## config.mk

```make
export PLATFORM = sky130hd
export DESIGN_NAME = fft_psd_reader_flat
export DESIGN_NICKNAME = d
export VERILOG_FILES = /design/src/rtl/fft_psd_reader_if.sv /design/src/rtl/fft_psd_reader.sv /design/src/flat_wrapper.sv
export SDC_FILE = /design/constraint.sdc
export NUM_CORES = 1
export LEC_CHECK = 0
export CORE_MARGIN = 2
export CORE_UTILIZATION = 67
export CTS_BUF_LIST = sky130_fd_sc_hd__clkbuf_4
export DETAILED_ROUTE_END_ITERATION = 16
export PLACE_DENSITY = 0.9
export RECOVER_POWER = 25
export SETUP_SLACK_MARGIN = 0.02
export SLEW_MARGIN = 15
export SYNTH_ARGS = -nofsm -noshare
export SYNTH_HDL_FRONTEND = slang
export SYNTH_SLANG_ARGS = --single-unit
```

## constraint.sdc

```tcl
create_clock -name clk_i -period 8.86 [get_ports clk_i]
set_clock_uncertainty 0.1 [all_clocks]
set_input_delay 1.329 -clock clk_i [delete_from_list [all_inputs] [get_ports clk_i]]
set_output_delay 1.329 -clock clk_i [all_outputs]
set_load 0.05 [all_outputs]
```

## src/rtl/fft_psd_reader_if.sv

```systemverilog
`timescale 1ns/1ps
`default_nettype none
// ============================================================================
//  Module   : fft_psd_reader_if
//  Purpose  : Bundle of the handshake and data signals between an upstream
//             FFT output port / downstream power consumer and the
//             fft_psd_reader block.
//  Revision : 1.0 - initial release
//  Ports    : (none; pure signal bundle)
//    clear_i          synchronous flush request
//    fft_in_*         complex bin stream in  {re, im}, valid/ready
//    pwr_*            power stream out {data, bin, last}, valid/ready
//    peak_*           per-frame peak report
//  Modports : master - the environment around the reader (drives inputs)
//             slave  - the reader itself
// ============================================================================
interface fft_psd_reader_if #(
  parameter int FFT_SIZE   = 16,
  parameter int DATA_WIDTH = 16
);
  localparam int LB = $clog2(FFT_SIZE);
  localparam int PW = 2 * DATA_WIDTH;

  logic          clear_i;
  logic          fft_in_valid_i;
  logic [PW-1:0] fft_in_data_i;
  logic          fft_in_ready_o;
  logic          pwr_valid_o;
  logic [PW-1:0] pwr_data_o;
  logic [LB-1:0] pwr_bin_o;
  logic          pwr_last_o;
  logic          pwr_ready_i;
  logic          peak_valid_o;
  logic [LB-1:0] peak_bin_o;
  logic [PW-1:0] peak_pwr_o;

  modport master (
    output clear_i,
    output fft_in_valid_i,
    output fft_in_data_i,
    input  fft_in_ready_o,
    input  pwr_valid_o,
    input  pwr_data_o,
    input  pwr_bin_o,
    input  pwr_last_o,
    output pwr_ready_i,
    input  peak_valid_o,
    input  peak_bin_o,
    input  peak_pwr_o
  );

  modport slave (
    input  clear_i,
    input  fft_in_valid_i,
    input  fft_in_data_i,
    output fft_in_ready_o,
    output pwr_valid_o,
    output pwr_data_o,
    output pwr_bin_o,
    output pwr_last_o,
    input  pwr_ready_i,
    output peak_valid_o,
    output peak_bin_o,
    output peak_pwr_o
  );
endinterface
`default_nettype wire

```

## src/rtl/fft_psd_reader.sv

```systemverilog
`timescale 1ns/1ps
`default_nettype none
// ============================================================================
//  Module   : fft_psd_reader
//  Purpose  : Output reader for the FFT core. Accepts one frame of FFT_SIZE
//             complex bins, computes |X|^2 per bin in a two-stage pipeline,
//             buffers the results in a first-word-fall-through FIFO and
//             re-emits them tagged with bin index and end-of-frame marker.
//             Also tracks and reports the peak bin of every frame.
//  Revision : 1.0 - initial release
//  Ports    :
//    clk_i             clock
//    rst_ni            asynchronous active-low reset
//    bus (slave)       clear_i        synchronous flush
//                      fft_in_*       input bins {re, im}, valid/ready
//                      pwr_*          power out {data, bin, last}, valid/ready
//                      peak_*         peak of last completed frame + pulse
// ============================================================================
module fft_psd_reader #(
  parameter int FFT_SIZE   = 16,
  parameter int DATA_WIDTH = 16,
  parameter int FIFO_DEPTH = 4
) (
  input  logic            clk_i,
  input  logic            rst_ni,
  fft_psd_reader_if.slave bus
);

  localparam int LB = $clog2(FFT_SIZE);
  localparam int PW = 2 * DATA_WIDTH;
  localparam int AW = $clog2(FIFO_DEPTH);

  localparam logic [LB-1:0]         c_LAST_BIN = LB'(FFT_SIZE - 1);
  localparam logic [LB-1:0]         c_BIN_ONE  = {{(LB-1){1'b0}}, 1'b1};
  localparam logic [AW-1:0]         c_PTR_ONE  = {{(AW-1){1'b0}}, 1'b1};
  localparam logic [AW:0]           c_CNT_ONE  = {{AW{1'b0}}, 1'b1};
  localparam logic [AW:0]           c_DEPTH    = (AW+1)'(FIFO_DEPTH);
  localparam logic [DATA_WIDTH-1:0] c_DW_ONE   = {{(DATA_WIDTH-1){1'b0}}, 1'b1};

  // --------------------------------------------------------------------------
  // Input handshake and bin counter
  // --------------------------------------------------------------------------
  logic          w_in_ready;
  logic          w_accept;
  logic [LB-1:0] r_bin_cnt;

  // --------------------------------------------------------------------------
  // Stage 1: squared magnitudes of re and im
  // --------------------------------------------------------------------------
  // Squaring via the magnitude keeps the multiply unsigned. |-2^(DW-1)| is
  // exactly 2^(DW-1), which is representable as an unsigned DW-bit value.
  logic [DATA_WIDTH-1:0] w_re_raw;
  logic [DATA_WIDTH-1:0] w_im_raw;
  logic [DATA_WIDTH-1:0] w_re_mag;
  logic [DATA_WIDTH-1:0] w_im_mag;
  logic [PW-2:0]         w_re_ext;
  logic [PW-2:0]         w_im_ext;
  logic [PW-2:0]         w_re_sq;
  logic [PW-2:0]         w_im_sq;

  assign w_re_raw = bus.fft_in_data_i[PW-1:DATA_WIDTH];
  assign w_im_raw = bus.fft_in_data_i[DATA_WIDTH-1:0];
  assign w_re_mag = w_re_raw[DATA_WIDTH-1] ? (~w_re_raw + c_DW_ONE) : w_re_raw;
  assign w_im_mag = w_im_raw[DATA_WIDTH-1] ? (~w_im_raw + c_DW_ONE) : w_im_raw;

  // Widen before multiplying so the product is computed at PW-1 bits; the
  // largest square 2^(PW-2) fits.
  assign w_re_ext = {{(DATA_WIDTH-1){1'b0}}, w_re_mag};
  assign w_im_ext = {{(DATA_WIDTH-1){1'b0}}, w_im_mag};
  assign w_re_sq  = w_re_ext * w_re_ext;
  assign w_im_sq  = w_im_ext * w_im_ext;

  logic          r_s1_valid;
  logic [PW-2:0] r_s1_re_sq;
  logic [PW-2:0] r_s1_im_sq;
  logic [LB-1:0] r_s1_bin;

  assign w_accept = bus.fft_in_valid_i && w_in_ready;

  always_ff @(posedge clk_i or negedge rst_ni) begin
    if (!rst_ni) begin
      r_bin_cnt  <= '0;
      r_s1_valid <= 1'b0;
      r_s1_re_sq <= '0;
      r_s1_im_sq <= '0;
      r_s1_bin   <= '0;
    end else if (bus.clear_i) begin
      r_bin_cnt  <= '0;
      r_s1_valid <= 1'b0;
    end else begin
      r_s1_valid <= w_accept;
      if (w_accept) begin
        r_s1_re_sq <= w_re_sq;
        r_s1_im_sq <= w_im_sq;
        r_s1_bin   <= r_bin_cnt;
        // FFT_SIZE is a power of two, so the natural LB-bit wrap takes the
        // counter from FFT_SIZE-1 back to 0.
        r_bin_cnt  <= r_bin_cnt + c_BIN_ONE;
      end
    end
  end

  // --------------------------------------------------------------------------
  // Stage 2: power sum, FIFO write and peak update
  // --------------------------------------------------------------------------
  // S2 is the adder sitting between the S1 registers and the FIFO write port;
  // it has no register of its own, so its valid and its occupancy are those
  // of the entry held in S1.
  logic          w_s2_valid;
  logic [PW-1:0] w_s2_pwr;
  logic          w_s2_last;

  assign w_s2_valid = r_s1_valid;
  assign w_s2_pwr   = {1'b0, r_s1_re_sq} + {1'b0, r_s1_im_sq};
  assign w_s2_last  = (r_s1_bin == c_LAST_BIN);

  // --------------------------------------------------------------------------
  // Output FIFO (first-word-fall-through)
  // --------------------------------------------------------------------------
  logic [PW-1:0] r_mem_pwr  [FIFO_DEPTH];
  logic [LB-1:0] r_mem_bin  [FIFO_DEPTH];
  logic          r_mem_last [FIFO_DEPTH];
  logic [AW-1:0] r_wr_ptr;
  logic [AW-1:0] r_rd_ptr;
  logic [AW:0]   r_count;
  logic          w_push;
  logic          w_pop;
  logic          w_out_valid;
  logic [AW:0]   w_occupancy;

  assign w_out_valid = (r_count != '0);
  assign w_push      = w_s2_valid && !bus.clear_i;
  assign w_pop       = w_out_valid && bus.pwr_ready_i && !bus.clear_i;

  // Credit: every entry already in the FIFO or still in flight in the
  // pipeline holds a slot, so a push can never find the FIFO full.
  assign w_occupancy = r_count + {{AW{1'b0}}, r_s1_valid};
  assign w_in_ready  = !bus.clear_i && (w_occupancy < c_DEPTH);

  always_ff @(posedge clk_i or negedge rst_ni) begin
    if (!rst_ni) begin
      r_wr_ptr <= '0;
      r_rd_ptr <= '0;
      r_count  <= '0;
    end else if (bus.clear_i) begin
      r_wr_ptr <= '0;
      r_rd_ptr <= '0;
      r_count  <= '0;
    end else begin
      if (w_push) begin
        r_wr_ptr <= r_wr_ptr + c_PTR_ONE;
      end
      if (w_pop) begin
        r_rd_ptr <= r_rd_ptr + c_PTR_ONE;
      end
      case ({w_push, w_pop})
        2'b10:   r_count <= r_count + c_CNT_ONE;
        2'b01:   r_count <= r_count - c_CNT_ONE;
        default: r_count <= r_count;
      endcase
    end
  end

  // Storage needs no reset: reads are masked to zero while the FIFO is empty.
  always_ff @(posedge clk_i) begin
    if (w_push) begin
      r_mem_pwr[r_wr_ptr]  <= w_s2_pwr;
      r_mem_bin[r_wr_ptr]  <= r_s1_bin;
      r_mem_last[r_wr_ptr] <= w_s2_last;
    end
  end

  assign bus.fft_in_ready_o = w_in_ready;
  assign bus.pwr_valid_o    = w_out_valid;
  assign bus.pwr_data_o     = w_out_valid ? r_mem_pwr[r_rd_ptr]  : '0;
  assign bus.pwr_bin_o      = w_out_valid ? r_mem_bin[r_rd_ptr]  : '0;
  assign bus.pwr_last_o     = w_out_valid ? r_mem_last[r_rd_ptr] : 1'b0;

  // --------------------------------------------------------------------------
  // Peak tracker
  // --------------------------------------------------------------------------
  // Bin 0 always seeds the running peak; later bins win only when strictly
  // greater, so on ties the lower bin index is kept.
  logic [PW-1:0] r_run_pwr;
  logic [LB-1:0] r_run_bin;
  logic          w_s2_take;
  logic [PW-1:0] w_best_pwr;
  logic [LB-1:0] w_best_bin;
  logic          r_peak_valid;
  logic [LB-1:0] r_peak_bin;
  logic [PW-1:0] r_peak_pwr;

  assign w_s2_take  = (r_s1_bin == '0) || (w_s2_pwr > r_run_pwr);
  assign w_best_pwr = w_s2_take ? w_s2_pwr : r_run_pwr;
  assign w_best_bin = w_s2_take ? r_s1_bin : r_run_bin;

  always_ff @(posedge clk_i or negedge rst_ni) begin
    if (!rst_ni) begin
      r_run_pwr    <= '0;
      r_run_bin    <= '0;
      r_peak_valid <= 1'b0;
      r_peak_bin   <= '0;
      r_peak_pwr   <= '0;
    end else if (bus.clear_i) begin
      // The reported peak of the last completed frame is left untouched.
      r_run_pwr    <= '0;
      r_run_bin    <= '0;
      r_peak_valid <= 1'b0;
    end else begin
      r_peak_valid <= 1'b0;
      if (w_s2_valid) begin
        r_run_pwr <= w_best_pwr;
        r_run_bin <= w_best_bin;
        if (w_s2_last) begin
          r_peak_pwr   <= w_best_pwr;
          r_peak_bin   <= w_best_bin;
          r_peak_valid <= 1'b1;
        end
      end
    end
  end

  assign bus.peak_valid_o = r_peak_valid;
  assign bus.peak_bin_o   = r_peak_bin;
  assign bus.peak_pwr_o   = r_peak_pwr;

endmodule
`default_nettype wire

```

## src/flat_wrapper.sv

```systemverilog
// flat-port wrapper written by rule: the top's interface ports become plain ports
module fft_psd_reader_flat 
#(
  parameter int FFT_SIZE   = 16,
  parameter int DATA_WIDTH = 16,
  parameter int FIFO_DEPTH = 4
)
  (clk_i, rst_ni, bus_clear_i, bus_fft_in_valid_i, bus_fft_in_data_i, bus_fft_in_ready_o, bus_pwr_valid_o, bus_pwr_data_o, bus_pwr_bin_o, bus_pwr_last_o, bus_pwr_ready_i, bus_peak_valid_o, bus_peak_bin_o, bus_peak_pwr_o);
  fft_psd_reader_if #(.FFT_SIZE(FFT_SIZE), .DATA_WIDTH(DATA_WIDTH)) bus_i ();
  input  logic clk_i;
  input  logic rst_ni;
  input wire logic [$bits(bus_i.clear_i)-1:0] bus_clear_i;
  input wire logic [$bits(bus_i.fft_in_valid_i)-1:0] bus_fft_in_valid_i;
  input wire logic [$bits(bus_i.fft_in_data_i)-1:0] bus_fft_in_data_i;
  output wire logic [$bits(bus_i.fft_in_ready_o)-1:0] bus_fft_in_ready_o;
  output wire logic [$bits(bus_i.pwr_valid_o)-1:0] bus_pwr_valid_o;
  output wire logic [$bits(bus_i.pwr_data_o)-1:0] bus_pwr_data_o;
  output wire logic [$bits(bus_i.pwr_bin_o)-1:0] bus_pwr_bin_o;
  output wire logic [$bits(bus_i.pwr_last_o)-1:0] bus_pwr_last_o;
  input wire logic [$bits(bus_i.pwr_ready_i)-1:0] bus_pwr_ready_i;
  output wire logic [$bits(bus_i.peak_valid_o)-1:0] bus_peak_valid_o;
  output wire logic [$bits(bus_i.peak_bin_o)-1:0] bus_peak_bin_o;
  output wire logic [$bits(bus_i.peak_pwr_o)-1:0] bus_peak_pwr_o;
  assign bus_i.clear_i = bus_clear_i;
  assign bus_i.fft_in_valid_i = bus_fft_in_valid_i;
  assign bus_i.fft_in_data_i = bus_fft_in_data_i;
  assign bus_fft_in_ready_o = bus_i.fft_in_ready_o;
  assign bus_pwr_valid_o = bus_i.pwr_valid_o;
  assign bus_pwr_data_o = bus_i.pwr_data_o;
  assign bus_pwr_bin_o = bus_i.pwr_bin_o;
  assign bus_pwr_last_o = bus_i.pwr_last_o;
  assign bus_i.pwr_ready_i = bus_pwr_ready_i;
  assign bus_peak_valid_o = bus_i.peak_valid_o;
  assign bus_peak_bin_o = bus_i.peak_bin_o;
  assign bus_peak_pwr_o = bus_i.peak_pwr_o;
  fft_psd_reader #(.FFT_SIZE(FFT_SIZE), .DATA_WIDTH(DATA_WIDTH), .FIFO_DEPTH(FIFO_DEPTH)) u_core (.clk_i(clk_i), .rst_ni(rst_ni), .bus(bus_i));
endmodule
```

==> results.txt <==
----------------------------------------------------
[Outcome]
  Outcome ... finished with violations
  Violated checks ... max-capacitance violations, max-slew violations

[Logic synthesis]
  Number of distinct library cells after synthesis ... between 70 and 80
  Dominant synthesized flop cell ... dfrtp_1
  Number of enable flip-flop cells after synthesis ... between 100 and 150
  YS warnings ... 0
  Number of synthesized register bits ... roughly 300
  Synthesized netlist cell count ... 2763
  Cell type with the largest total area after synthesis ... fa_1
  Mean post-synth cell area ... 10.2 sq um
  Proportion of synthesized chip area in sequential cells ... 29.0%
  Top cells by area, synth ... fa_1, edfxtp_1, dfrtp_1, ha_1, inv_1
  Cell area after synthesis ... 28200 sq um
  Area share of the largest cell type after synthesis ... 23.3%
  Fraction of registers with async set/reset ... 50.2%

[Floorplanning]
  Top-level port count ... 113
  Starting utilization of the core area ... 67.5%
  Cell row count ... 75
  Core region area ... between 40000 and 50000 sq um
  Die Ht ... 209 um
  Die footprint ... 43700 sq um
  Chip Width ... 209 um

[Route]
  Count of unresolved DRC violations after routing ... 0
  Drt initial violations ... 1563
  Routed wire length ... 69.1 mm
  Count of vias placed by the detailed router ... 21400
  Average vias per placed instance ... 5.98
  Per-cell routed wire length ... ~19 um
  Initial DRT Pass Iterations ... 6
  Post-route ant nets ... 0

[Cells and area]
  Final std cell area, no fill ... approximately 31000 sq um
  NumNets Final ... 3605
  Synthesis-to-finish area growth ... 11.4%
  Leading cell type in the layout, fill and taps excluded ... inv_1
  Leading cell types in the layout, fill and taps excluded ... inv_1, fa_1, nand2_1, ha_1, nor2_1
  Ratio of cells with drive above 1 in the final layout ... 9.01%
  Filler instances ... 2707

[Placed design]
  Final weighted congestion in routability-driven placement ... 0.924
  Number of I/O port buffers ... 112
  Post-detail-place hpwl ... 52.4 mm
  Total placed instance area ... 30400 sq um

[Timing]
  Max-slew violation count ... 200
  Period minus WS final ... 8.44 ns
  Final Cycle Share ... 95.2%
  Unrepaired setup endpoints after global routing ... no
  Hold Fails Final Rpt ... 0
  Setup-failing EPs final ... 0
  Worst relative slew slack ... -184%
  Peak Freq ... 119 MHz
  Actual slew at the worst max-slew pin ... 4.26 ns

[GRT]
  Global-route wire length before repair ... 115 mm
  Total congestion overflow ... 0
  GR Util All Layers ... 33.2%
  Antenna violations before repair ... 1
  Via count of the first global-routing pass ... 23200
  Largest net degree at the start of global routing ... around 110

[Critical path]
  Max stage delay cell, worst path ... a221oi_1
  Dominant delay contributor by cell family on the critical path ... adder cells
  Number of cells on the critical path ... 30
  Critical path class ... primary input to flop
  CP Launch Type ... primary input
  Type of destination of the critical path ... flop
  Buffer and inverter count on the worst path ... 9
  Required time of the worst setup path ... 9.30 ns
  Top fanout value on the critical path ... 7
  Arr. time, crit path ... 8.87 ns
  Number of cell instances on the worst register-to-register path ... 16
  Cell type with the highest occurrence count on the critical path ... inv_1
  Critical Path Max Stage Delay ... 0.71 ns

[Clock network]
  Total clock sinks ... 297
  TritonCTS clock tree ... done
  Buffers inserted by post-CTS timing repair ... 0
  Cts hold-fix bufs ... 0
  Post-CTS clock slew at the launch and capture registers of the worst setup and hold paths ... 0.06 ns
  Maximum clock path buffer count ... 3
  Post-cts gate resize count ... 0
  H-tree levels ... 3
  Root buf cell ... clkbuf_4
  Clock latency on the worst-skew pair ... 0.74 ns
  Inserted Clock Buffers ... 74

[Min path]
  Hold Path Class ... flop to flop
  Cell depth of the worst hold path ... 2

[Flow run]
  Max-cap check violation count ... 3

----------------------------------------------------
tightest hold or removal path, cell delays in order, from the launching register on:
cell and delay (ns):
dfrtp_1 0.34, nand2_1 0.04, o21ai_0 0.06
layout make-up:
| class | count | area, sq um | share of cell area [%] |
|---|---|---|---|
| tap | 539 | 674 | 2.15 |
| multi-input combinational | 1885 | 17800 | 56.9 |
| inverter | 522 | 1960 | 6.25 |
| antenna | 1 | 2.50 | 0.00798 |
| timing repair buffer | 204 | 1790 | 5.71 |
| sequential | 297 | 8170 | 26.1 |
| clock buffer | 108 | 811 | 2.58 |
| clock inverter | 25 | 123 | 0.391 |
registers in the layout, summed over array words and instances (netlist names), 2 cells and up:
register,flops
u_core.r_wr_ptr,2
u_core.r_mem_pwr,128
u_core.r_run_pwr,32
u_core.r_s1_im_sq,30
u_core.r_mem_bin,16
u_core.r_run_bin,4
u_core.r_mem_last,4
u_core.r_s1_bin,4
u_core.r_count,3
u_core.bus.peak_bin_o,4
u_core.r_bin_cnt,4
u_core.r_s1_re_sq,30
u_core.bus.peak_pwr_o,32
u_core.r_rd_ptr,2
final timing paths:
check,startpoint,to,slack [ns]
min in group asynchronous,rst_ni,u_core.bus.peak_bin_o[1],1.99
worst max-delay path,bus_fft_in_data_i[19],u_core.r_s1_re_sq[27],0.42
worst max register to register,u_core.r_s1_re_sq[4],u_core.bus.peak_pwr_o[22],1.37
worst min register to register,u_core.bus.peak_pwr_o[14],u_core.bus.peak_pwr_o[14],0.38
worst min-delay path,u_core.bus.peak_pwr_o[14],u_core.bus.peak_pwr_o[14],0.38
max in group asynchronous,rst_ni,u_core.r_s1_re_sq[26],3.16
per-stage QoR:
stage / cells / util, % / setup TNS (ns) / hold WS, ns / setup slack [ns]
finish: 3581 / 75.1 / 0 / 0.381 / 0.422
global route: 3581 / 75.1 / 0 / 0.412 / 0.0369
CTS: 3580 / 75.1 / 0 / 0.383 / 0.432
detailed placement: 3447 / 72.9 / -0.511 / 0.369 / -0.265
global placement: 3447 / 72.9 / 0 / 0.364 / 0.0551
floorplan: 2783 / - / 0 / 0.345 / 0.245
logic make-up after synthesis:
family / count (synthesis) / share of synthesized area [%]
DFF: 297 / 29.0
and+or+nand+nor: 691 / 10.9
AOI/OAI and AO/OA: 365 / 8.25
other: 2 / 0.0267
muxes: 102 / 5.28
adders and majority gates: 584 / 34.7
xor gates and xnor gates: 121 / 3.79
buffers and inverters: 601 / 8.05
Yosys cell counts (6+ instances only):
cell	instances
o21a_1	9
mux2i_1	63
o21ai_0	116
clkinv_1	8
buf_1	8
a221o_1	6
nor2_1	178
and2_1	53
and3_1	12
fa_1	328
nor4_1	7
inv_1	512
buf_2	9
a31oi_1	10
nand4_1	15
o21bai_1	9
ha_1	256
xor2_1	50
dfrtp_1	149
nand2_1	308
clkbuf_1	62
mux4_2	37
a21oi_1	77
o41ai_1	6
edfxtp_1	148
nor3_1	38
nand3_1	30
a21o_1	46
or3_1	8
o211ai_1	11
nor2b_1	7
nand2b_1	6
a211oi_1	11
o31ai_1	18
xnor2_1	70
per-layer routing:
metal  GRT usage, %  share of wire (%)  vias up
li1               -                  -     9493
met1           40.4                 37    10600
met2           57.7                 51     1045
met3           6.60                7.8      285
met4           14.9                4.3        0
met5              0                  0        -
Power is not shown: default switching activity piles up to over one toggle a cycle in this logic, so the estimate is an artifact.
